[config.mk]
export PLATFORM = sky130hd
export DESIGN_NAME = fetch_stage
export DESIGN_NICKNAME = d
export VERILOG_FILES = /design/src/rtl/fetch_stage.sv
export SDC_FILE = /design/constraint.sdc
export NUM_CORES = 1
export LEC_CHECK = 0
export BUFFER_PORTS_ARGS = -buffer_cell sky130_fd_sc_hd__buf_2
export CORE_UTILIZATION = 35
export CTS_CLUSTER_DIAMETER = 50
export CTS_CLUSTER_SIZE = 12
export DETAILED_ROUTE_END_ITERATION = 8
export GPL_TIMING_DRIVEN = 0
export HOLD_SLACK_MARGIN = 0.02
export PLACE_DENSITY = 0.56
export SETUP_SLACK_MARGIN = 0.5
export SLEW_MARGIN = 10
export SYNTH_ARGS = -nofsm -noshare
export SYNTH_HDL_FRONTEND = slang
export SYNTH_SLANG_ARGS = --single-unit
[constraint.sdc]
create_clock -name clk_i -period 1.8 [get_ports clk_i]
set_input_delay 0.09 -clock clk_i [delete_from_list [all_inputs] [get_ports clk_i]]
set_output_delay 0.09 -clock clk_i [all_outputs]
set_load 0.01 [all_outputs]
[src/rtl/fetch_stage.sv]
// Instruction fetch stage: one outstanding imem request, a one-entry skid buffer
// for responses that arrive under stall, and branch redirect with response draining.
`default_nettype none

module fetch_stage #(
    parameter logic [31:0] RESET_PC  = 32'h0000_1000,
    parameter logic [31:0] NOP_INSTR = 32'h0000_0013
) (
    input  logic        clk_i,
    input  logic        rsn_i,
    input  logic        stall_core_i,
    input  logic        branch_taken_i,
    input  logic [31:0] branch_target_i,
    output logic        imem_req_o,
    output logic [31:0] imem_addr_o,
    input  logic        imem_gnt_i,
    input  logic        imem_rvalid_i,
    input  logic [31:0] imem_rdata_i,
    output logic [31:0] fetch_instruction_o,
    output logic [31:0] fetch_pc_o,
    output logic        fetch_valid_o
);

    typedef enum logic [2:0] {
        S_IDLE  = 3'd0,
        S_REQ   = 3'd1,
        S_WAIT  = 3'd2,
        S_HOLD  = 3'd3,
        S_DRAIN = 3'd4
    } state_t;

    state_t      state;
    state_t      state_nxt;
    logic [31:0] pc;
    logic [31:0] pc_nxt;
    logic [31:0] skid_instr;
    logic [31:0] skid_instr_nxt;
    logic [31:0] skid_pc;
    logic [31:0] skid_pc_nxt;
    logic        skid_full;
    logic        skid_full_nxt;
    logic [31:0] out_instr_nxt;
    logic [31:0] out_pc_nxt;
    logic        out_valid_nxt;
    logic        deliver;
    logic [31:0] deliver_instr;
    logic [31:0] deliver_pc;
    logic [31:0] redirect_pc;

    assign redirect_pc = branch_target_i & ~32'h3;
    assign imem_req_o  = (state == S_REQ);
    assign imem_addr_o = pc;

    always_comb begin
        state_nxt      = state;
        pc_nxt         = pc;
        skid_instr_nxt = skid_instr;
        skid_pc_nxt    = skid_pc;
        skid_full_nxt  = skid_full;
        out_instr_nxt  = fetch_instruction_o;
        out_pc_nxt     = fetch_pc_o;
        out_valid_nxt  = fetch_valid_o;
        deliver        = 1'b0;
        deliver_instr  = NOP_INSTR;
        deliver_pc     = pc;

        case (state)
            S_IDLE: begin
                state_nxt = S_REQ;
            end
            S_REQ: begin
                if (branch_taken_i) begin
                    state_nxt = imem_gnt_i ? S_DRAIN : S_REQ;
                end else if (imem_gnt_i) begin
                    state_nxt = S_WAIT;
                end
            end
            S_WAIT: begin
                if (branch_taken_i) begin
                    state_nxt = imem_rvalid_i ? S_REQ : S_DRAIN;
                end else if (imem_rvalid_i) begin
                    if (stall_core_i) begin
                        skid_instr_nxt = imem_rdata_i;
                        skid_pc_nxt    = pc;
                        skid_full_nxt  = 1'b1;
                        state_nxt      = S_HOLD;
                    end else begin
                        deliver       = 1'b1;
                        deliver_instr = imem_rdata_i;
                        deliver_pc    = pc;
                        state_nxt     = S_REQ;
                    end
                end
            end
            S_HOLD: begin
                if (branch_taken_i) begin
                    skid_full_nxt = 1'b0;
                    state_nxt     = S_REQ;
                end else if (!stall_core_i && skid_full) begin
                    deliver       = 1'b1;
                    deliver_instr = skid_instr;
                    deliver_pc    = skid_pc;
                    skid_full_nxt = 1'b0;
                    state_nxt     = S_REQ;
                end
            end
            S_DRAIN: begin
                // The in-flight response belongs to the old path; once it lands the
                // channel is free, even if a new redirect arrives in the same cycle.
                if (imem_rvalid_i) begin
                    state_nxt = S_REQ;
                end
            end
            default: begin
                state_nxt = S_IDLE;
            end
        endcase

        if (branch_taken_i) begin
            pc_nxt        = redirect_pc;
            out_instr_nxt = NOP_INSTR;
            out_valid_nxt = 1'b0;
        end else if (deliver) begin
            pc_nxt        = pc + 32'd4;
            out_instr_nxt = deliver_instr;
            out_pc_nxt    = deliver_pc;
            out_valid_nxt = 1'b1;
        end else if (!stall_core_i) begin
            out_instr_nxt = NOP_INSTR;
            out_valid_nxt = 1'b0;
        end
    end

    always_ff @(posedge clk_i or negedge rsn_i) begin
        if (!rsn_i) begin
            state               <= S_IDLE;
            pc                  <= RESET_PC;
            skid_instr          <= NOP_INSTR;
            skid_pc             <= RESET_PC;
            skid_full           <= 1'b0;
            fetch_instruction_o <= NOP_INSTR;
            fetch_pc_o          <= RESET_PC;
            fetch_valid_o       <= 1'b0;
        end else begin
            state               <= state_nxt;
            pc                  <= pc_nxt;
            skid_instr          <= skid_instr_nxt;
            skid_pc             <= skid_pc_nxt;
            skid_full           <= skid_full_nxt;
            fetch_instruction_o <= out_instr_nxt;
            fetch_pc_o          <= out_pc_nxt;
            fetch_valid_o       <= out_valid_nxt;
        end
    end

endmodule

`default_nettype wire
==> results of run 1 <==
==> cells in the final DEF, fill, tap and decap left out, drive strengths merged, types with 5 or more instances in the layout <==
master	count
buf	263
a21oi	5
a22oi	29
mux2	66
o21ai	91
nor2	13
nand2	102
nor4	9
dfstp	9
nand4	5
nor2b	7
inv	10
clkbuf	41
xnor2	19
xor2	9
dlygate4sd3	65
mux2i	31
nor3	10
nand2b	6
nand3	11
dfrtp	150
==> worst register-to-register path, cell delays in order, from the launching register on <==
cell,delay [ns]
dfstp_2,0.53
and4_4,0.24
nand4_4,0.19
buf_4,0.21
nor4_2,0.25
xor2_1,0.10
mux2_2,0.26
==> metal layers <==
layer	wire, µm	share of wire (%)	global-route usage (%)
met1	10400	45	29.7
met2	11500	49	35.9
met3	1010	4.4	4.41
met4	318	1.4	6.51
met5	13	0.056	0
==> registers in the layout, summed over array words and instances (netlist names) <==
register and flops:
skid_full 1, imem_addr_o 30, skid_pc 30, fetch_valid_o 1, state 3, fetch_instruction_o 32, fetch_pc_o 30, skid_instr 32
==> kinds of logic after synthesis <==
| family | Yosys count | synth area share, % |
|---|---|---|
| multiplexers | 97 | 14.5 |
| AO/OA/AOI/OAI | 134 | 10.5 |
| XOR/XNOR | 28 | 3.37 |
| flip-flops | 159 | 54.8 |
| adder cells (fa/ha/maj) | 1 | 0.172 |
| other | 1 | 0.0515 |
| buffers and inverters | 53 | 3.75 |
| AND/OR/NAND/NOR | 179 | 12.8 |
==> power breakdown <==
part	internal, mW	switching, mW
combinational	2.43	1.91
clock	1.86	1.60
sequential	4.55	0.709
total	8.85	4.22
==> timing repair <==
item | 4_1_cts | 5_1_grt
pin swaps | 29 | 32
cloned | 17 | 0
hold endpoints to repair | 150 | 0
setup buffers | 42 | 15
endpoints found under the setup margin | 159 | 163
gates resized for setup | 229 | 95
hold buffers | 65 | 0
==> final timing paths <==
| kind | from | end | slack (ns) | cells past startpoint |
|---|---|---|---|---|
| max in group asynchronous | rsn_i | imem_addr_o[6] | 0.64 | 3 |
| max | imem_addr_o[12] | imem_addr_o[29] | -0.10 | 6 |
| min | imem_rvalid_i | skid_full | 0.05 | 3 |
| min in group asynchronous | rsn_i | skid_instr[13] | 0.20 | 2 |
| min reg2reg | fetch_instruction_o[18] | fetch_instruction_o[18] | 0.47 | 2 |
| max reg2reg | imem_addr_o[12] | imem_addr_o[29] | -0.10 | 6 |
==> through the flow <==
stage          worst slack (ns)  instance area [µm²]
3_5_place_dp             -0.316                 8780
6_report                 -0.103                12100
4_1_cts                 -0.0633                11600
5_1_grt                  -0.148                12100
3_3_place_gp              -2.29                 8740
2_1_floorplan          -0.00416                 7600
==> final cells by class <==
type	instances	area [µm²]	area share, %
Buffer	49	628	5.18
Clock buffer	19	453	3.74
Clock inverter	13	104	0.857
Inverter	4	15.0	0.124
Multi-Input combinational cell	443	3980	32.8
Sequential cell	159	4010	33.1
Tap cell	270	338	2.79
Timing Repair Buffer	301	2590	21.4
==> impl_metrics.tcl, run 1 <==
set metrics [dict create \
    dp.cells 1087 \
    netlist_top_cells_area "dfrtp_1, mux2_2, o21ai_0" \
    rsz0062_at_grt "true" \
    detail_route.first_pass.iterations 5 \
    hold_class "in -> reg" \
    vias_per_cell 5.04 \
    grt_max_degree 102 \
    setup_violations 54 \
    crit_type "reg -> reg" \
    end_kind "flip-flop" \
    post-route-util_pct 59.7 \
    yosys_warnings 0 \
    netlist_top_cells_count "dfrtp_1, nand2_1, o21ai_0, mux2_2, mux2i_1" \
    slew_headroom_pct 60.2 \
    dp_hpwl_um 13500 \
    cts_max_level 4 \
    grt_pass1_vias 6473 \
    ys_types 45 \
    wl_per_cell_um 18.5 \
    power_per_cell_area_nw_per_um2 1080 \
    cts_tree "built" \
    num-nets-final 1046 \
    drive_gt1_share_pct 55.4 \
    syn_area_per_cell_um2 11.2 \
    async_reset_ff_share_pct 100 \
    crit_arrival_ns 2.22 \
    fin_ws_ns -0.103 \
    num_vias 6344 \
    port_buffers 161 \
    grt_pass1_wl_um 36200 \
    dieHeight_um 146 \
    design.die.area_um2 21400 \
    crit_chain "and4_4 > nand4_4 > buf_4 > nor4_2 > xor2_1 > mux2_2" \
    clkSlewWorstSetupHoldPaths_ns 0.07 \
    period_needed_ns 1.90 \
    cp_data_required_time_ns 2.11 \
    yosys_register_bits 159 \
    num_antenna_cells 0 \
    grt-ovfl-total 0 \
    skew_ns 0.00777 \
    status "complete, but fails checks" \
    initial_core_util_pct 35.9 \
    drv_slew 0 \
    yosysMostFrequentCell "dfrtp_1" \
    root_buffer "clkbuf_16" \
    ant_nets 0 \
    cts.path.max_buffers 2 \
    wirelength_um 23300 \
    ioPinCount 168 \
    core_area_um2 20300 \
    synth_top_area_share_pct 51.6 \
    max_stage_delay_ns 0.53 \
    synth_edf_count 0 \
    drcViolationCount 0 \
    cpMaxStageDelayCell "dfstp_2" \
    max_cap_viol_count 0 \
    row_count 52 \
    yosysTopAreaCell "dfrtp_1" \
    cp_max_fo 7 \
    grt_use_total_pct 22.0 \
    synthCells 652 \
    nFillCells 1676 \
    numCtsBuffers 17 \
    insertion_delay_ns 0.43 \
    drt_iter0_drc 266 \
    clock.fmax_mhz 525 \
    worstMarginPinSlew_ns 0.597 \
    cts_sinks 159 \
    leakagePower_nw 5.74 \
    antenna_found_initial 1 \
    report.power.total_mw 13.1 \
    final_cells 1258 \
    area_growth_pct 66.5 \
    min_period_over_period_pct 106 \
    synthesis.area_um2 7280 \
    final_hold_viol_count 0 \
    fp.dieW_um 146 \
    cp_num_buf_inv 1 \
    seq_area_frac_synth_pct 54.8 \
    violations "negative setup slack" \
    gp_congestion 0.764 \
    ir_drop_v 0.000742 \
    holdWs_ns 0.0529 \
    synth_ff_type "dfrtp_1" \
    fin_tns_setup_ns -1.49 \
    start_kind "flip-flop" \
    critPathTopFamily "simple AND/OR/NAND/NOR gates" \
]
Power figures use the tool's default switching activity.
==> inputs of run 2 (changes only) <==
--- a/config.mk
+++ b/config.mk
@@ -8,10 +8,11 @@
 export BUFFER_PORTS_ARGS = -buffer_cell sky130_fd_sc_hd__buf_2
 export CORE_UTILIZATION = 35
 export CTS_CLUSTER_DIAMETER = 50
-export CTS_CLUSTER_SIZE = 12
+export CTS_CLUSTER_SIZE = 10
 export DETAILED_ROUTE_END_ITERATION = 8
 export GPL_TIMING_DRIVEN = 0
 export HOLD_SLACK_MARGIN = 0.02
+export MAX_ROUTING_LAYER = met4
 export PLACE_DENSITY = 0.56
 export SETUP_SLACK_MARGIN = 0.5
 export SLEW_MARGIN = 10
==> run 2 against run 1 <==
- the flow still finishes with violations (negative setup slack)
- first-iteration DRC count grew 15%
- non-clock buffer count grew 2
- largest cell class unchanged
- sequential share of layout area down 0.13 points
- worst setup slack better by 0.0029 ns
- die area stayed put
- combinational power is 0.9% higher
- clock skew increased by 0.0019 ns
- critical endpoint is now imem_addr_o[30]
==> impl_metrics.tcl, run 2 (same netlist as run 1, synthesis figures left out) <==
set metrics [dict create \
    num-nets-final 1048 \
    skew_ns 0.00972 \
    crit_chain "and4_4 > nand4_4 > nor3_4 > mux2_4 > a221o_1" \
    intPower_mw 8.88 \
    wirelength_um 23500 \
    switchingPower_mw 4.22 \
    min_period_over_period_pct 106 \
    insertion_delay_ns 0.43 \
    grt-ovfl-total 0 \
    crit_start "imem_addr_o[12]" \
    cp_data_required_time_ns 2.11 \
    holdWs_ns 0.0500 \
    crit_arrival_ns 2.21 \
    grt_pass1_wl_um 36100 \
    fin_tns_setup_ns -1.21 \
    r2r_start "imem_addr_o[12]" \
    wl_per_cell_um 18.6 \
    drcViolationCount 0 \
    antenna_found_initial 1 \
    cts_max_level 4 \
    max_cap_viol_count 0 \
    final_cells 1261 \
    p_clk_share_pct 26.4 \
    drv_slew 0 \
    leakagePower_nw 5.78 \
    grt_max_degree 102 \
    detail_route.first_pass.iterations 4 \
    root_buffer "clkbuf_16" \
    cts.path.max_buffers 2 \
    ir_drop_v 0.000745 \
    cp_num_buf_inv 0 \
    violations "negative setup slack" \
    hold_class "in -> reg" \
    critPathTopFamily "simple AND/OR/NAND/NOR gates" \
    numCtsBuffers 17 \
    clkSlewWorstSetupHoldPaths_ns 0.07 \
    ioPinCount 168 \
    design.die.area_um2 21400 \
    setup_violations 52 \
    max_stage_delay_ns 0.55 \
    core_area_um2 20300 \
    ant_nets 0 \
    clock.fmax_mhz 526 \
    status "complete, but fails checks" \
    grt_pass1_vias 6476 \
    gp_congestion 0.774 \
    p_sw_share_pct 32.2 \
    start_kind "flip-flop" \
    most-common-layout-cells "buf_2, dfrtp_1, nand2_1" \
    rsz0062_at_grt "true" \
    dieHeight_um 146 \
    cts_tree "built" \
    slew_headroom_pct 60.6 \
    vias_per_cell 5.07 \
    power_per_cell_area_nw_per_um2 1080 \
    fp.dieW_um 146 \
    dp_hpwl_um 13500 \
    final_hold_viol_count 0 \
    power_frac_seq_pct 40.2 \
    cts_sinks 159 \
    top_regs "fetch_instruction_o (32), skid_instr (32)" \
    worstMarginPinSlew_ns 0.590 \
    grt_use_total_pct 22.7 \
    cp_max_fo 6 \
    drive_gt1_share_pct 55.7 \
    initial_core_util_pct 35.9 \
    hold_start "imem_rvalid_i" \
    end_kind "flip-flop" \
    area_growth_pct 67.2 \
    period_needed_ns 1.90 \
    cpMaxStageDelayCell "dfstp_2" \
    fin_ws_ns -0.100 \
    p_comb_share_pct 33.4 \
    port_buffers 161 \
    dp.cells 1087 \
    row_count 52 \
    drt_iter0_drc 306 \
    layout.cells.most_common "buf_2" \
    num_vias 6394 \
    crit_type "reg -> reg" \
]
==> run 2: power by group through the flow <==
stage | Combinational (mW) | Sequential (mW) | Clock (mW)
after floorplan | 1.62 | 5.27 | 0
after global placement | 2.73 | 5.17 | 0
after detailed placement | 2.79 | 5.19 | 0
after CTS | 4.01 | 5.17 | 3.52
after global routing | 4.70 | 5.37 | 3.66
final | 4.38 | 5.26 | 3.45
==> run 2: worst register-to-register path: cells and delay by family, from the launching register on <==
kind | cells | cell delay (ns)
mux | 1 | 0.31
simple gates | 3 | 0.66
flops | 1 | 0.55
compound gates | 1 | 0.25
==> run 2: metrics by stage <==
step | utilization (%) | total power [mW] | instance area, µm² | setup slack [ns]
detailed placement | 43.3 | 7.98 | 8780 | -0.316
floorplan | - | 6.89 | 7600 | -0.00416
finish | 59.9 | 13.1 | 12200 | -0.100
global placement | 43.1 | 7.90 | 8740 | -2.29
CTS | 57.3 | 12.7 | 11600 | -0.0633
global route | 59.9 | 13.7 | 12200 | -0.151
==> run 2: repair_timing <==
action                                 4_1_cts  5_1_grt
hold buffers                                65        0
buffers inserted                            42       16
pin swaps                                   29       32
cloned                                      17        1
setup endpoints to repair                  159      163
gates resized for setup                    229       98
endpoints found under the hold margin      150        0
==> run 2: final timing paths <==
check	endpoint	slack, ns	cells past startpoint
min in group asynchronous	skid_instr[13]	0.19	2
min	skid_full	0.05	3
max reg2reg	imem_addr_o[30]	-0.10	5
max	imem_addr_o[30]	-0.10	5
min reg2reg	fetch_instruction_o[18]	0.47	2
max in group asynchronous	imem_addr_o[6]	0.64	3
==> run 2: layout make-up <==
class / instances / area, µm²
antenna: 1 / 2.50
buffer: 49 / 627
clock buffer: 19 / 453
clock inverter: 13 / 104
fill: 1679 / 8130
inverter: 4 / 15.0
multi-input combinational: 443 / 4000
sequential: 159 / 4010
tap: 270 / 338
timing repair buffer: 303 / 2620
==> run 2: routing by layer <==
layer  wire length [µm]  up-vias  GRT usage (%)
met4                357        0           6.51
li1                   -     2954              -
met1              10500     3223           29.7
met2              11600      185           35.9
met3               1040       32           4.44
met5                  0        -              -
